$ cat src/rtl/servstolic_grid.sv
// servstolic_grid: NROW x NCOL servant array with staggered reset release, per-core run
// enable and per-core rising-edge counters on q, read back through a select port.

// Stand-in servant SoC with the real core's parameters and ports. It drives q from an
// 8-bit LFSR so every core shows an irregular blink pattern once out of reset.
module servant #(
  parameter         memfile  = "",
  parameter int     memsize  = 8192,
  parameter int     sim      = 0,
  parameter int     with_csr = 1,
  parameter int     align    = 0
) (
  input  logic wb_clk,
  input  logic wb_rst,
  output logic q
);
  localparam logic [7:0] SEED = 8'(memsize + $bits(memfile) + sim + with_csr + align) | 8'h01;

  logic [7:0] lfsr_q;

  always_ff @(posedge wb_clk) begin
    if (wb_rst) begin
      lfsr_q <= SEED;
      q      <= 1'b0;
    end else begin
      lfsr_q <= {1'b0, lfsr_q[7:1]} ^ (lfsr_q[0] ? 8'hB8 : 8'h00);
      q      <= lfsr_q[0];
    end
  end
endmodule

module servstolic_grid #(
  parameter int     NROW     = 4,
  parameter int     NCOL     = 4,
  parameter         MEMFILE  = "blinky.hex",
  parameter int     MEMSIZE  = 16384,
  parameter int     SIM      = 1,
  parameter int     WITH_CSR = 1,
  parameter int     ALIGN    = 0,
  parameter int     STAGGER  = 8,
  parameter int     CNT_W    = 16,
  localparam int    N        = NROW * NCOL,
  localparam int    SEL_W    = (N > 1) ? $clog2(N) : 1
) (
  input  logic             wb_clk,
  input  logic             wb_rst_n,
  input  logic [N-1:0]     core_en,
  input  logic             cnt_clr,
  input  logic [SEL_W-1:0] sel,
  output logic [N-1:0]     q,
  output logic [N-1:0]     run,
  output logic [CNT_W-1:0] cnt,
  output logic             seq_done
);
  localparam int TMR_W = (STAGGER > 1) ? $clog2(STAGGER) : 1;

  typedef enum logic {S_WAIT, S_DONE} seq_state_e;

  seq_state_e       state_q, state_d;
  logic [TMR_W-1:0] timer_q, timer_d;
  logic [SEL_W-1:0] idx_q, idx_d;
  logic [N-1:0]     rel_mask_q, rel_mask_d;
  logic [N-1:0]     core_rst_q;
  logic [N-1:0]     servant_q;
  logic [N-1:0]     q_q;
  logic             seq_done_q;
  logic [CNT_W-1:0] cnt_mem_q [N];
  logic [CNT_W-1:0] cnt_rd;
  logic [CNT_W-1:0] cnt_q;

  always_comb begin
    state_d    = state_q;
    timer_d    = timer_q;
    idx_d      = idx_q;
    rel_mask_d = rel_mask_q;
    if (state_q == S_WAIT) begin
      if (timer_q == TMR_W'(STAGGER - 1)) begin
        rel_mask_d = rel_mask_q | (N'(1) << idx_q);
        timer_d    = '0;
        if (idx_q == SEL_W'(N - 1)) state_d = S_DONE;
        else                        idx_d   = idx_q + 1'b1;
      end else begin
        timer_d = timer_q + 1'b1;
      end
    end
  end

  always_ff @(posedge wb_clk or negedge wb_rst_n) begin
    if (!wb_rst_n) begin
      state_q    <= S_WAIT;
      timer_q    <= '0;
      idx_q      <= '0;
      rel_mask_q <= '0;
      core_rst_q <= '1;
      seq_done_q <= 1'b0;
      q_q        <= '0;
      cnt_q      <= '0;
    end else begin
      state_q    <= state_d;
      timer_q    <= timer_d;
      idx_q      <= idx_d;
      rel_mask_q <= rel_mask_d;
      core_rst_q <= ~(rel_mask_q & core_en);
      seq_done_q <= (state_q == S_DONE);
      // q only tracks a core while it runs, so a held core keeps its last level
      q_q        <= (servant_q & ~core_rst_q) | (q_q & core_rst_q);
      cnt_q      <= cnt_rd;
    end
  end

  always_ff @(posedge wb_clk or negedge wb_rst_n) begin
    if (!wb_rst_n) begin
      for (int i = 0; i < N; i++) cnt_mem_q[i] <= '0;
    end else begin
      for (int i = 0; i < N; i++) begin
        if (cnt_clr)
          cnt_mem_q[i] <= '0;
        else if (servant_q[i] && !q_q[i] && !core_rst_q[i] && (cnt_mem_q[i] != '1))
          cnt_mem_q[i] <= cnt_mem_q[i] + 1'b1;
      end
    end
  end

  // Selects with no matching core read back zero
  always_comb begin
    cnt_rd = '0;
    for (int i = 0; i < N; i++) begin
      if (sel == SEL_W'(i)) cnt_rd = cnt_mem_q[i];
    end
  end

  for (genvar g = 0; g < N; g++) begin : g_core
    servant #(
      .memfile  (MEMFILE),
      .memsize  (MEMSIZE),
      .sim      (SIM),
      .with_csr (WITH_CSR),
      .align    (ALIGN)
    ) u_servant (
      .wb_clk (wb_clk),
      .wb_rst (core_rst_q[g]),
      .q      (servant_q[g])
    );
  end

  assign q        = q_q;
  assign run      = ~core_rst_q;
  assign cnt      = cnt_q;
  assign seq_done = seq_done_q;
endmodule

$ cat config.mk
export PLATFORM = sky130hd
export DESIGN_NAME = servstolic_grid
export DESIGN_NICKNAME = d
export VERILOG_FILES = /design/src/rtl/servstolic_grid.sv
export SDC_FILE = /design/constraint.sdc
export NUM_CORES = 1
export LEC_CHECK = 0
export BUFFER_PORTS_ARGS = -buffer_cell sky130_fd_sc_hd__buf_4
export CAP_MARGIN = 20
export CORE_MARGIN = 4
export CORE_UTILIZATION = 40
export CTS_CLUSTER_SIZE = 14
export DETAILED_ROUTE_END_ITERATION = 10
export PLACE_DENSITY = 0.58
export SYNTH_ARGS = -nofsm -noshare
export SYNTH_HDL_FRONTEND = slang
export SYNTH_SLANG_ARGS = --single-unit
$ cat constraint.sdc
create_clock -name wb_clk -period 5.66 [get_ports wb_clk]
set_input_delay 0.849 -clock wb_clk [delete_from_list [all_inputs] [get_ports wb_clk]]
set_output_delay 0.849 -clock wb_clk [all_outputs]
set_load 0.02 [all_outputs]
# ---- After elaboration in Yosys (flattened, before gate mapping)
# Index checks and enable logic that the tools add are counted.
dict set report totals {
  regBits 473
  in_bits 23
  out_inout_bits 49
  wordCells 300
}
dict set report op_classes {
  add_sub_neg 18
  eq_ne 33
  n_shift 1
  mux 68
  n_bitwise 25
  reduce_logical 99
}
# cell n
set ops {}
lappend ops {{2-to-1 mux 16 bit} 48}
lappend ops {{adder 16 x 1 -> 16 bit (second input constant)} 16}
lappend ops {{inequality test 16 bit (second input constant)} 16}
lappend ops {{2-to-1 mux 8 bit} 16}
lappend ops {{bitwise XOR 7 x 8 -> 8 bit} 16}
lappend ops {{AND 16 bit} 3}
lappend ops {{logical AND 1 bit} 48}
lappend ops {{== test 4 bit (second input constant)} 9}
lappend ops {{zero test 1 bit} 32}
lappend ops {{NOT 16 bit} 2}
lappend ops {{bitwise OR 16 bit} 2}
lappend ops {{nonzero test 2 bit} 16}
lappend ops {{== test 4 x 3 -> 1 bit (second input constant)} 4}
lappend ops {{<< shifter 1 x 4 -> 16 bit (first input constant)} 1}
lappend ops {{== test 4 x 2 -> 1 bit (second input constant)} 2}
lappend ops {{adder 4 x 1 -> 4 bit (second input constant)} 1}
lappend ops {{== test 4 x 1 -> 1 bit (second input constant)} 1}
lappend ops {{zero test 4 bit} 1}
lappend ops {{adder 3 x 1 -> 3 bit (second input constant)} 1}
lappend ops {{== test 3 bit (second input constant)} 1}
lappend ops {{2-to-1 mux 1 bit} 3}
lappend ops {{2-to-1 mux 3 bit} 1}
lappend ops {{AND reduction 3 bit} 1}
lappend ops {{NOT 1 bit} 2}
lappend ops {{AND reduction 2 bit} 1}

# ---- Logic depth before layout (Yosys ltp)
# Gate-level depths: netlist of the first run.
dict set report depth {
  ltp_word 17
  mapped_depth 9
  mapped_depth_nobuf 6
}

# ---- By module
# A second synthesis of the first run with hierarchy kept.
dict set report hier_totals {
  cells_unflattened 2358
  hier_area_um2 23238.5
}
# module n_inst cells_each area_each_um2
set by_module_without_submodules {}
lappend by_module_without_submodules {servstolic_grid 1 2054 19535.0}
lappend by_module_without_submodules {servant 16 19 231.5}

# ---- Worst setup path before layout of the first run
# No wires, ideal clock.
dict set report synth_timing {
  kind {input to register}
  start {input sel[1]}
  end {register cnt_q[12] (netlist: cnt[12])}
  setup_ns 0.135
  t_arrival_ns 2.305
  t_required_ns 5.525
  setup_slack_ns 3.220
  path_stages 7
  path_cell_list {clkbuf_1 -> buf_2 -> buf_2 -> buf_1 -> mux4_2 -> a22oi_1 -> o21ai_0}
}
dict set report synth_via {
  elab_chain_cells 17
}
# element line
set synth_rtl {}
lappend synth_rtl {{from (decl)} 49} ;# input logic [SEL_W-1:0] sel,
lappend synth_rtl {{zero test 4 bit} 128} ;# if (sel == SEL_W'(i)) cnt_rd = cnt_mem_q[i];
lappend synth_rtl {{2-to-1 mux 16 bit (15 in series)} 128}
lappend synth_rtl {{2-to-1 mux 16 bit (*)} 128}
lappend synth_rtl {{net cnt_rd[12]} 68} ;# logic [CNT_W-1:0] cnt_rd;
lappend synth_rtl {{to (signal assigned)} 107} ;# cnt_q <= cnt_rd;
lappend synth_rtl {{to (decl)} 69} ;# logic [CNT_W-1:0] cnt_q;
# The timed path passes the listed nets; every way through them passes the cells marked *.
# A chain may end at the register's enable or synchronous reset.

# ---- Worst setup path after layout of the first run
dict set report layout_timing {
  start {input sel[0]}
  end {register cnt_q[6] (netlist: cnt[6])}
}
# The elaborated chain is that of the path after synthesis.

==> summary.txt, run 1 <==
Power per Cell Area: 277 mW/mm²
IO Port Bufs: 71
I/O pin count: 72
Max IR drop VDD: 222 µV
post-synthesis area per instance: 9.99 µm²
vias in the first global route: 16400
TritonCTS buffer count: 51
Worst-Margin Slew: 1120 ps
placed instance area: 0.0235 mm²
Post-Syn Nets: 2290
largest net degree at the start of global routing: 140
#FFs+latches synth: 457
Clock Skew: 18.2 ps
CP max stage delay: 550 ps
Initial Util: 40.5%
Crit. End Element: flip-flop
minimum clock period after layout: 2750 ps
Critical Path RT: 6100 ps
First DRT Iteration DRCs: 1477
count leader, synth: dfrtp_1
Resized cells post-CTS: 0
Max-Cap Viols: 0
number of synthesized flops with an enable pin: 0
first-pass GRT wire length: 95.7 mm
Worst EP arrival: 3190 ps
fill count: 5277
Post-CTS Hold Buffers: 0
Clock transition at path regs: 60 ps
cell area after synthesis: 0.0224 mm²
Cells after Synth: 2243
H-tree depth: 2
WL per Instance: 19.7 µm
Design Area, Final: 0.0253 mm²
total gr overflow: 0
area delta synth->final: 12.8%
die height: 245 µm
HP Class: input pin to asynchronous set/reset pin
RSZ-0062 raised after global routing: false
CP max FO: 48
Die ar.: 0.0599 mm²
CTS tree: done
area share of the largest cell type after synthesis: 35.0%
fmax: 0.363 GHz
gr usage total: 20.0%
Vias/cell: 5.53
setup violators final: 0
Setup WS post-layout: 2910 ps
Most used DFF post-synth: dfrtp_1
Post-Place Worst Slack: 2340 ps
initial antenna violation count: 1
leakage: 10.5 nW
status: completed
row count: 86
DRT antenna net count: 0
CORE AREA: 0.0553 mm²
worst-skew pair later-pin latency: 600 ps
async set or reset register ratio after synthesis: 72.0%
Netlist cell types: 73
GPL Wtd Cong: 0.898
# diodes: 0
area leader, netlist: dfrtp_1
Nets: 2310
clock sink total: 457
cell mode on critical path: buf_4
drt pass-1 iters: 5
Fin. Hold Viols: 0
Ys Warns: 0
Storage cell area: 0.0108 mm²
commonest cells in the netlist: 313 x dfrtp_1, 288 x nor2_1, 130 x xnor2_1
slowest CP cell: buf_4
die width: 245 µm
vias: 16900
Detailed Route WL: 60.1 mm
Slew HR: 25.1%
root buffer cell: clkbuf_16
Post-CTS Setup Inserts: 0
crit-path cells: buf_4 -> buf_4 -> inv_1 -> a222oi_1 -> nand2_1 -> o21ai_0 -> a21oi_1
layout cells sized above 1: 13.7%
part of the cycle the worst path needs: 48.6%
startpoint type of the worst setup path: input pin
largest cells by area after synthesis: dfrtp_1 35%, dfxtp_1 11%, xnor2_1 5.1%
DRC violations left: 0
TNS Setup: 0 ps
dpl hpwl: 42.2 mm
area of the multi-input gates: 0.0109 mm²
Final Max Slew Viols: 0
Crit Path Category: input pin to flip-flop
register area share after synthesis: 48.3%
Max clock buf depth: 3
-- placed cells by master (no fill, tap or decap), drive strengths merged, types with 58 or more instances in the layout --
master,synthesis,layout
clkbuf,88,79
and3,70,70
dfrtp,313,313
xnor2,130,130
inv,56,58
o211ai,58,58
xor2,108,108
nor2,288,288
o21ai,78,78
nand2,116,116
buf,25,77
dfxtp,128,128
nand3,63,63
a21oi,78,78
-- registers in the layout (all words and copies together) (netlist names), named ones only --
name,count
timer_q,3
state_q,1
rel_mask_q,16
idx_q,4
core_rst_q,16
cnt_mem_q,256
seq_done,1
g_core.u_servant.lfsr_q,128
cnt,16
-- path summary, 6_finish.rpt --
path	end	cells past startpoint	start	slack (ps)
hold / removal	asynchronous set/reset pin	1	wb_rst_n	220
setup reg to reg	cnt_mem_q[191]	4	core_rst_q[4]	3030
setup / recovery	cnt[6]	7	sel[0]	2910
min in group wb_clk	core_rst_q[15]	2	core_en[15]	360
hold reg to reg	core_rst_q[12]	1	rel_mask_q[12]	410
max in group asynchronous	cnt_mem_q[17]	2	wb_rst_n	4260
-- layer usage --
| layer | track usage (%) | wire [µm] |
|---|---|---|
| met2 | 31.7 | 27600 |
| met5 | 0 | 0 |
| met3 | 2.77 | 3000 |
| met4 | 5.55 | 1480 |
| met1 | 28.9 | 28100 |
-- stage by stage --
stage / power, mW / utilization [%] / cells / hold slack, ps
3_5_place_dp: 3.70 / 42.5 / 2956 / 392
3_3_place_gp: 3.69 / 42.5 / 2956 / 390
2_1_floorplan: 3.55 / - / 2243 / 375
4_1_cts: 7.12 / 45.7 / 3052 / 219
5_1_grt: 7.27 / 45.7 / 3054 / 247
6_report: 7.00 / 45.7 / 3054 / 221
-- worst max-delay path, delay by kind of cell --
family | cells | cell delay, ps
buffers and inverters | 3 | 1540
AO/OA/AOI/OAI | 3 | 650
AND/OR/NAND/NOR | 1 | 90
-- cells by family after synthesis --
logic type / Yosys count / synth area share (%)
flip-flops: 457 / 48.3
AO/OA/AOI/OAI: 366 / 11.0
multiplexers: 97 / 6.04
buffers and inverters: 169 / 2.94
adder cells (fa/ha/maj): 24 / 1.34
XOR/XNOR: 238 / 9.30
AND/OR/NAND/NOR: 892 / 21.1
-- cell type report --
class | count | area share (%)
sequential | 457 | 42.8
tap | 748 | 3.70
clock buffer | 76 | 6.23
timing repair buffer | 80 | 2.58
multi-input combinational | 1617 | 43.2
clock inverter | 20 | 0.638
inverter | 56 | 0.831
-- where the power goes --
| group | internal, mW | switching [mW] | leakage (nW) |
|---|---|---|---|
| combinational | 0.0981 | 0.204 | 4.10 |
| sequential | 3.29 | 0.0347 | 5.52 |
| clock | 1.98 | 1.39 | 0.861 |
Note: power is estimated with default switching activity, not from simulation.
==> run 2, diff against run 1 <==
--- a/config.mk
+++ b/config.mk
@@ -11,7 +11,7 @@
 export CORE_UTILIZATION = 40
 export CTS_CLUSTER_SIZE = 14
 export DETAILED_ROUTE_END_ITERATION = 10
-export PLACE_DENSITY = 0.58
+export PLACE_DENSITY = 0.6
 export SYNTH_ARGS = -nofsm -noshare
 export SYNTH_HDL_FRONTEND = slang
 export SYNTH_SLANG_ARGS = --single-unit
==> constraint.sdc (replaced) <==
create_clock -name wb_clk -period 2.5 [get_ports wb_clk]
set_input_delay 0.375 -clock wb_clk [delete_from_list [all_inputs] [get_ports wb_clk]]
set_output_delay 0.375 -clock wb_clk [all_outputs]
set_load 0.02 [all_outputs]
==> run 2 against run 1 <==
  * First-iteration DRC count fell by 9.6%
  * Sequential share of layout area shrank 1.3 points
  * Register-to-register slack worse by 2800 ps
  * Core utilization grew 1.5 points
  * Sequential power rose by 130%
  * Cell area up 3.2%
  * Power increased by 130%
  * Via count is 2.8% higher
  * Critical path type is now flip-flop to flip-flop
  * Largest power group unchanged
==> summary.txt, run 2 (same netlist as run 1, synthesis figures left out) <==
status: completed (unchanged)
most frequent cells in the layout: 313 x dfrtp_1, 288 x nor2_1, 130 x xnor2_1 (unchanged)
Core Util, Final: 47.2% (was 45.7%)
placed instance area: 0.0241 mm² (was 0.0235 mm²)
area delta synth->final: 16.4% (was 12.8%)
Vias/cell: 5.54 (was 5.53)
vias in the first global route: 16700 (was 16400)
setup violators final: 0 (unchanged)
dpl hpwl: 44.0 mm (was 42.2 mm)
r2r setup slk: 190 ps (was 3030 ps)
minimum clock period after layout: 2310 ps
worst reg-to-reg path cell count: 6 (was 4)
Reg2Reg Launch Point: cnt_mem_q[64] (was core_rst_q[4])
Largest register FFs: 256 (unchanged)
gr usage total: 20.2% (was 20.0%)
Clock transition at path regs: 60 ps (about the same)
Crit Path Category: flip-flop to flip-flop (was input pin to flip-flop)
First DRT Iteration DRCs: 1335 (was 1477)
I/O pin count: 72 (unchanged)
TritonCTS buffer count: 51 (unchanged)
Largest Register: cnt_mem_q (unchanged)
HP Class: input pin to flip-flop (was input pin to asynchronous set/reset pin)
RSZ-0062 raised after global routing: false (unchanged)
Critical R2R Capture: cnt_mem_q[79] (was cnt_mem_q[191])
Fin. Hold Viols: 0 (unchanged)
total gr overflow: 0 (unchanged)
Final Non-Filler Cells: 3130 (was 3054)
HP Start: core_en[7]
DRT antenna net count: 0 (unchanged)
Clock Skew: 26.0 ps (was 18.2 ps)
Resized cells post-CTS: 0 (unchanged)
Power per Cell Area: 625 mW/mm² (was 277 mW/mm²)
largest net degree at the start of global routing: 92 (was 140)
CTS tree: done (unchanged)
drt pass-1 iters: 7 (was 5)
CORE AREA: 0.0553 mm² (unchanged)
Critical Path RT: 2990 ps (was 6100 ps)
DRC violations left: 0 (unchanged)
H-tree depth: 2 (unchanged)
startpoint type of the worst setup path: flip-flop (was input pin)
WL per Instance: 19.5 µm (was 19.7 µm)
Crit. End Element: flip-flop (unchanged)
crit-path cells: ha_1 -> and3_1 -> and2_1 -> a21o_1 -> nor4_1 -> mux2_2 (was buf_4 -> buf_4 -> inv_1 -> a222oi_1 -> nand2_1 -> o21ai_0 -> a21oi_1)
met2 Use GR: 31.2% (was 31.7%)
M3 GR Usage: 2.81% (was 2.77%)
Post-Place Worst Slack: 190 ps (was 2340 ps)
Worst-Margin Slew: 852 ps (was 1120 ps)
fmax: 0.432 GHz
Worst EP arrival: 2810 ps (was 3190 ps)
Hold Path End: core_rst_q[7]
Worst Setup SP: cnt_mem_q[64] (was sel[0])
fill count: 5206 (was 5277)
TNS Setup: 0 ps (unchanged)
largest registers: cnt_mem_q (256), g_core.u_servant.lfsr_q (128) (unchanged)
Nets: 2385 (was 2310)
IO Port Bufs: 71 (unchanged)
Max IR drop VDD: 543 µV (was 222 µV)
Slew HR: 43.2% (was 25.1%)
leakage: 10.9 nW (was 10.5 nW)
Detailed Route WL: 61.0 mm (was 60.1 mm)
commonest non-fill, non-tap cell in the layout: dfrtp_1 (unchanged)
die width: 245 µm (unchanged)
Max-Cap Viols: 0 (unchanged)
Die ar.: 0.0599 mm² (unchanged)
initial antenna violation count: 1 (unchanged)
global routing's busiest layer: met2 (unchanged)
Buf/Inv on CP: 0 (was 3)
Max clock buf depth: 3 (unchanged)
row count: 86 (unchanged)
GPL Wtd Cong: 0.921 (was 0.898)
met1 usage: 29.6% (was 28.9%)
slowest CP cell: dfrtp_1 (was buf_4)
layout cells sized above 1: 15.9% (was 13.7%)
worst-skew pair later-pin latency: 610 ps (was 600 ps)
die height: 245 µm (unchanged)
Design Area, Final: 0.0261 mm² (was 0.0253 mm²)
part of the cycle the worst path needs: 92.6%
Initial Util: 40.5% (unchanged)
Final Max Slew Viols: 0 (unchanged)
first-pass GRT wire length: 97.1 mm (was 95.7 mm)
root buffer cell: clkbuf_16 (unchanged)
Post-Place Cells: 3018 (was 2956)
CP top delay family: simple AND/OR/NAND/NOR gates (was buffers and inverters)
vias: 17400 (was 16900)
Setup WS post-layout: 186 ps (was 2910 ps)
CP max FO: 15 (was 48)
Worst Hold Path Cells: 2
CP max stage delay: 420 ps (was 550 ps)
clock sink total: 457 (unchanged)
-- run 2: changes by cell type in the layout (fill, tap and decap cells not counted), sizes merged --
cell         delta
clkinv          -6
inv             +1
clkinvlp        +2
buf            +63
diode           +1
dlygate4sd3    +15
-- run 2: area by class of cell --
cell class | count | area (µm²) | share of cell area [%]
Antenna cell | 1 | 2.50 | 0.00959
Clock buffer | 79 | 1680 | 6.44
Clock inverter | 17 | 175 | 0.671
Inverter | 56 | 210 | 0.806
Multi-Input combinational cell | 1617 | 10900 | 41.9
Sequential cell | 457 | 10800 | 41.5
Tap cell | 748 | 936 | 3.59
Timing Repair Buffer | 155 | 1340 | 5.13
-- run 2: worst reg2reg max path: stages, from the launching register on --
cell and delay, ps:
dfrtp_1 420, ha_1 260, and3_1 220, and2_1 200, a21o_1 340, nor4_1 380, mux2_2 370
-- run 2: worst max path at each step --
stage | to | slack (ps) | depth (start not counted)
3_5_place_dp | cnt_mem_q[79] | 190 | 6
4_1_cts | cnt_mem_q[79] | 170 | 6
6_report | cnt_mem_q[79] | 190 | 6
5_1_grt | cnt_mem_q[79] | 50 | 6
2_1_floorplan | cnt_mem_q[109] | 340 | 7
3_3_place_gp | cnt[10] | 260 | 7
-- run 2: repair_timing --
item	in CTS	in global routing
endpoints found under the hold margin	67	0
setup endpoints to repair	0	0
setup buffers	0	0
hold buffers	15	0
-- run 2: metal layers --
layer  up-vias  part of all wire [%]
met5         -                     0
met4         0                   2.8
met2       500                    45
li1       8171                     -
met3        86                   5.6
met1      8595                    47
-- run 2: stage by stage --
stage,hold slack [ps],power [mW]
finish,95.8,16.3
global route,46.8,16.9
CTS,26.0,16.5
detailed placement,388,8.45
global placement,390,8.44
floorplan,79.4,8.04
-- run 2: where the power goes --
part           internal (mW)  switching [mW]
registers               7.46          0.0768
logic                  0.297           0.495
clock network           4.79            3.19
total                   12.5            3.76
==> run 3, diff against run 2 <==
--- a/config.mk
+++ b/config.mk
@@ -7,7 +7,7 @@
 export LEC_CHECK = 0
 export BUFFER_PORTS_ARGS = -buffer_cell sky130_fd_sc_hd__buf_4
 export CAP_MARGIN = 20
-export CORE_MARGIN = 4
+export CORE_MARGIN = 1.5
 export CORE_UTILIZATION = 40
 export CTS_CLUSTER_SIZE = 14
 export DETAILED_ROUTE_END_ITERATION = 10
==> run 3 against run 2 <==
  * Global-route usage rose by 1.4 points
  * Cell area fell by 0.66%
  * Critical path depth did not move
  * Worst setup slack improved by 86 ps
  * Register-to-register slack improved by 90 ps
  * Clock skew rose by 6.8 ps
  * Clock power fell by 5.0%
  * Via count rose by 0.41%
  * Combinational power fell by 2%
  * First-iteration DRC count rose by 18%
  * Wire length barely moved
  * Power fell by 2.6%
  * Critical path type unchanged
  * Critical endpoint unchanged
==> summary.txt, run 3 (same netlist as run 1, synthesis figures left out) <==
Crit. End Element: flip-flop (unchanged)
Max clock buf depth: 3 (unchanged)
clock sink total: 457 (unchanged)
first-pass GRT wire length: 97.4 mm (was 97.1 mm)
Final Max Slew Viols: 0 (unchanged)
Slew HR: 38.3% (was 43.2%)
vias: 17400 (about the same)
sequential share of power: 47.4% (was 46.2%)
commonest non-fill, non-tap cell in the layout: dfrtp_1 (unchanged)
layout cells sized above 1: 15.8% (was 15.9%)
TritonCTS buffer count: 50 (was 51)
Critical R2R Capture: cnt_mem_q[79] (unchanged)
die height: 240 µm (was 245 µm)
vias in the first global route: 16800 (was 16700)
RSZ-0062 raised after global routing: false (unchanged)
total gr overflow: 0 (unchanged)
startpoint type of the worst setup path: flip-flop (unchanged)
Final Non-Filler Cells: 3127 (was 3130)
Clk pwr share: 47.7% (was 48.9%)
fmax: 0.449 GHz (was 0.432 GHz)
Initial Util: 40.6% (was 40.5%)
CORE AREA: 0.0552 mm² (was 0.0553 mm²)
GPL Wtd Cong: 0.929 (was 0.921)
CP max stage delay: 430 ps (was 420 ps)
First DRT Iteration DRCs: 1581 (was 1335)
row count: 86 (unchanged)
crit path to: cnt_mem_q[79] (unchanged)
initial antenna violation count: 1 (unchanged)
Worst-Margin Slew: 925 ps (was 852 ps)
Critical Path RT: 2980 ps (was 2990 ps)
largest registers: cnt_mem_q (256), g_core.u_servant.lfsr_q (128) (unchanged)
setup violators final: 0 (unchanged)
Max-Cap Viols: 0 (unchanged)
Worst Hold Path Cells: 2 (unchanged)
Storage cell area: 0.0108 mm² (unchanged)
part of the cycle the worst path needs: 89.1% (was 92.6%)
Resized cells post-CTS: 0 (unchanged)
Post-CTS Setup Inserts: 0 (unchanged)
r2r setup slk: 270 ps (was 190 ps)
Power per Cell Area: 613 mW/mm² (was 625 mW/mm²)
Comb pwr share: 4.9% (about the same)
I/O pin count: 72 (unchanged)
Detailed Route WL: 61.0 mm (about the same)
Die ar.: 0.0575 mm² (was 0.0599 mm²)
area delta synth->final: 15.7% (was 16.4%)
WL per Instance: 19.5 µm (about the same)
Hold WS: 156 ps (was 95.8 ps)
root buffer cell: clkbuf_16 (unchanged)
worst reg-to-reg path cell count: 6 (unchanged)
drt pass-1 iters: 6 (was 7)
Largest Register: cnt_mem_q (unchanged)
crit-path cells: ha_1 -> and3_1 -> and2_1 -> a21o_1 -> nor4_1 -> mux2_2 (unchanged)
Buf/Inv on CP: 0 (unchanged)
CTS tree: done (unchanged)
Pint: 12.2 mW (was 12.5 mW)
Largest register FFs: 256 (unchanged)
Worst Setup SP: cnt_mem_q[64] (unchanged)
area of the multi-input gates: 0.0109 mm² (unchanged)
dpl hpwl: 43.7 mm (was 44.0 mm)
die width: 240 µm (was 245 µm)
slowest CP cell: dfrtp_1 (unchanged)
Clock Skew: 32.7 ps (was 26.0 ps)
Reg2Reg Launch Point: cnt_mem_q[64] (unchanged)
Worst EP arrival: 2710 ps (was 2810 ps)
Max IR drop VDD: 475 µV (was 543 µV)
IO Port Bufs: 71 (unchanged)
Post-Place Cells: 3018 (unchanged)
CP top delay family: simple AND/OR/NAND/NOR gates (unchanged)
fill count: 5153 (was 5206)
H-tree depth: 2 (unchanged)
Nets: 2384 (was 2385)
most frequent cells in the layout: 313 x dfrtp_1, 288 x nor2_1, 130 x xnor2_1, 130 x buf_4, 128 x dfxtp_1 (was 313 x dfrtp_1, 288 x nor2_1, 130 x xnor2_1)
path length in cells of the critical path: 6 (unchanged)
status: completed (unchanged)
Clock transition at path regs: 60 ps (about the same)
Vias/cell: 5.57 (was 5.54)
CP max FO: 15 (unchanged)
leakage: 10.9 nW (about the same)
gr usage total: 21.7% (was 20.2%)
largest net degree at the start of global routing: 107 (was 92)
worst-skew pair later-pin latency: 610 ps (about the same)
DRC violations left: 0 (unchanged)
Crit Path Category: flip-flop to flip-flop (unchanged)
Psw: 3.68 mW (was 3.76 mW)
HP Class: input pin to flip-flop (unchanged)
minimum clock period after layout: 2230 ps (was 2310 ps)
DRT antenna net count: 0 (unchanged)
Fin. Hold Viols: 0 (unchanged)
Sw Share: 23.2% (was 23.1%)
TNS Setup: 0 ps (unchanged)
==> run 3: metal layers <==
layer / wire (µm) / share of wire (%) / vias up / track usage (%)
met4: 1600 / 2.6 / 2 / 6.92
met2: 27800 / 45 / 517 / 33.7
met5: 17 / 0.028 / - / 0
met1: 28100 / 46 / 8646 / 30.8
li1: - / - / 8160 / -
met3: 3590 / 5.9 / 98 / 3.37
==> run 3: cell type report <==
cell class,instances,area share (%)
Tap cell,748,3.61
Multi-Input combinational cell,1617,42.2
Clock buffer,71,5.85
Sequential cell,457,41.7
Inverter,56,0.811
Timing Repair Buffer,155,5.06
Antenna cell,1,0.00965
Clock inverter,22,0.748
==> run 3: worst min path at each step <==
| stage | start | end | slack, ps |
|---|---|---|---|
| 2_1_floorplan | wb_rst_n | asynchronous set/reset pin | 80 |
| 3_3_place_gp | wb_rst_n | asynchronous set/reset pin | 360 |
| 3_5_place_dp | wb_rst_n | cnt_mem_q[157] | 350 |
| 4_1_cts | core_en[5] | core_rst_q[5] | 90 |
| 5_1_grt | core_en[5] | core_rst_q[5] | 120 |
| 6_report | core_en[5] | core_rst_q[5] | 160 |
==> run 3: stage by stage <==
stage / power [mW] / worst slack, ps / utilization, % / cell area, µm²
2_1_floorplan: 8.04 / 342 / - / 22400
3_3_place_gp: 8.43 / 223 / 43.6 / 24100
3_5_place_dp: 8.43 / 180 / 43.6 / 24100
4_1_cts: 16.1 / 307 / 47.0 / 25900
5_1_grt: 16.4 / 179 / 47.0 / 25900
6_report: 15.9 / 272 / 47.0 / 25900
==> run 3: worst register-to-register path, delay by kind of cell (launching register included) <==
kind / cells / cell delay [ps]
adders and majority gates: 1 / 260
and+or+nand+nor: 3 / 710
DFF: 1 / 430
AOI/OAI and AO/OA: 1 / 350
muxes: 1 / 360
==> run 3: repair_timing <==
| action | CTS | global route |
|---|---|---|
| endpoints found under the setup margin | 0 | 0 |
| hold buffers | 15 | 0 |
| endpoints found under the hold margin | 60 | 0 |
==> run 3: power by group through the flow <==
stage	Combinational, mW	Clock, mW	Sequential [mW]
after floorplan	0.376	0	7.67
after global placement	0.754	0	7.67
after detailed placement	0.759	0	7.67
after CTS	0.783	7.75	7.53
after global routing	0.854	8.04	7.54
final	0.776	7.57	7.53
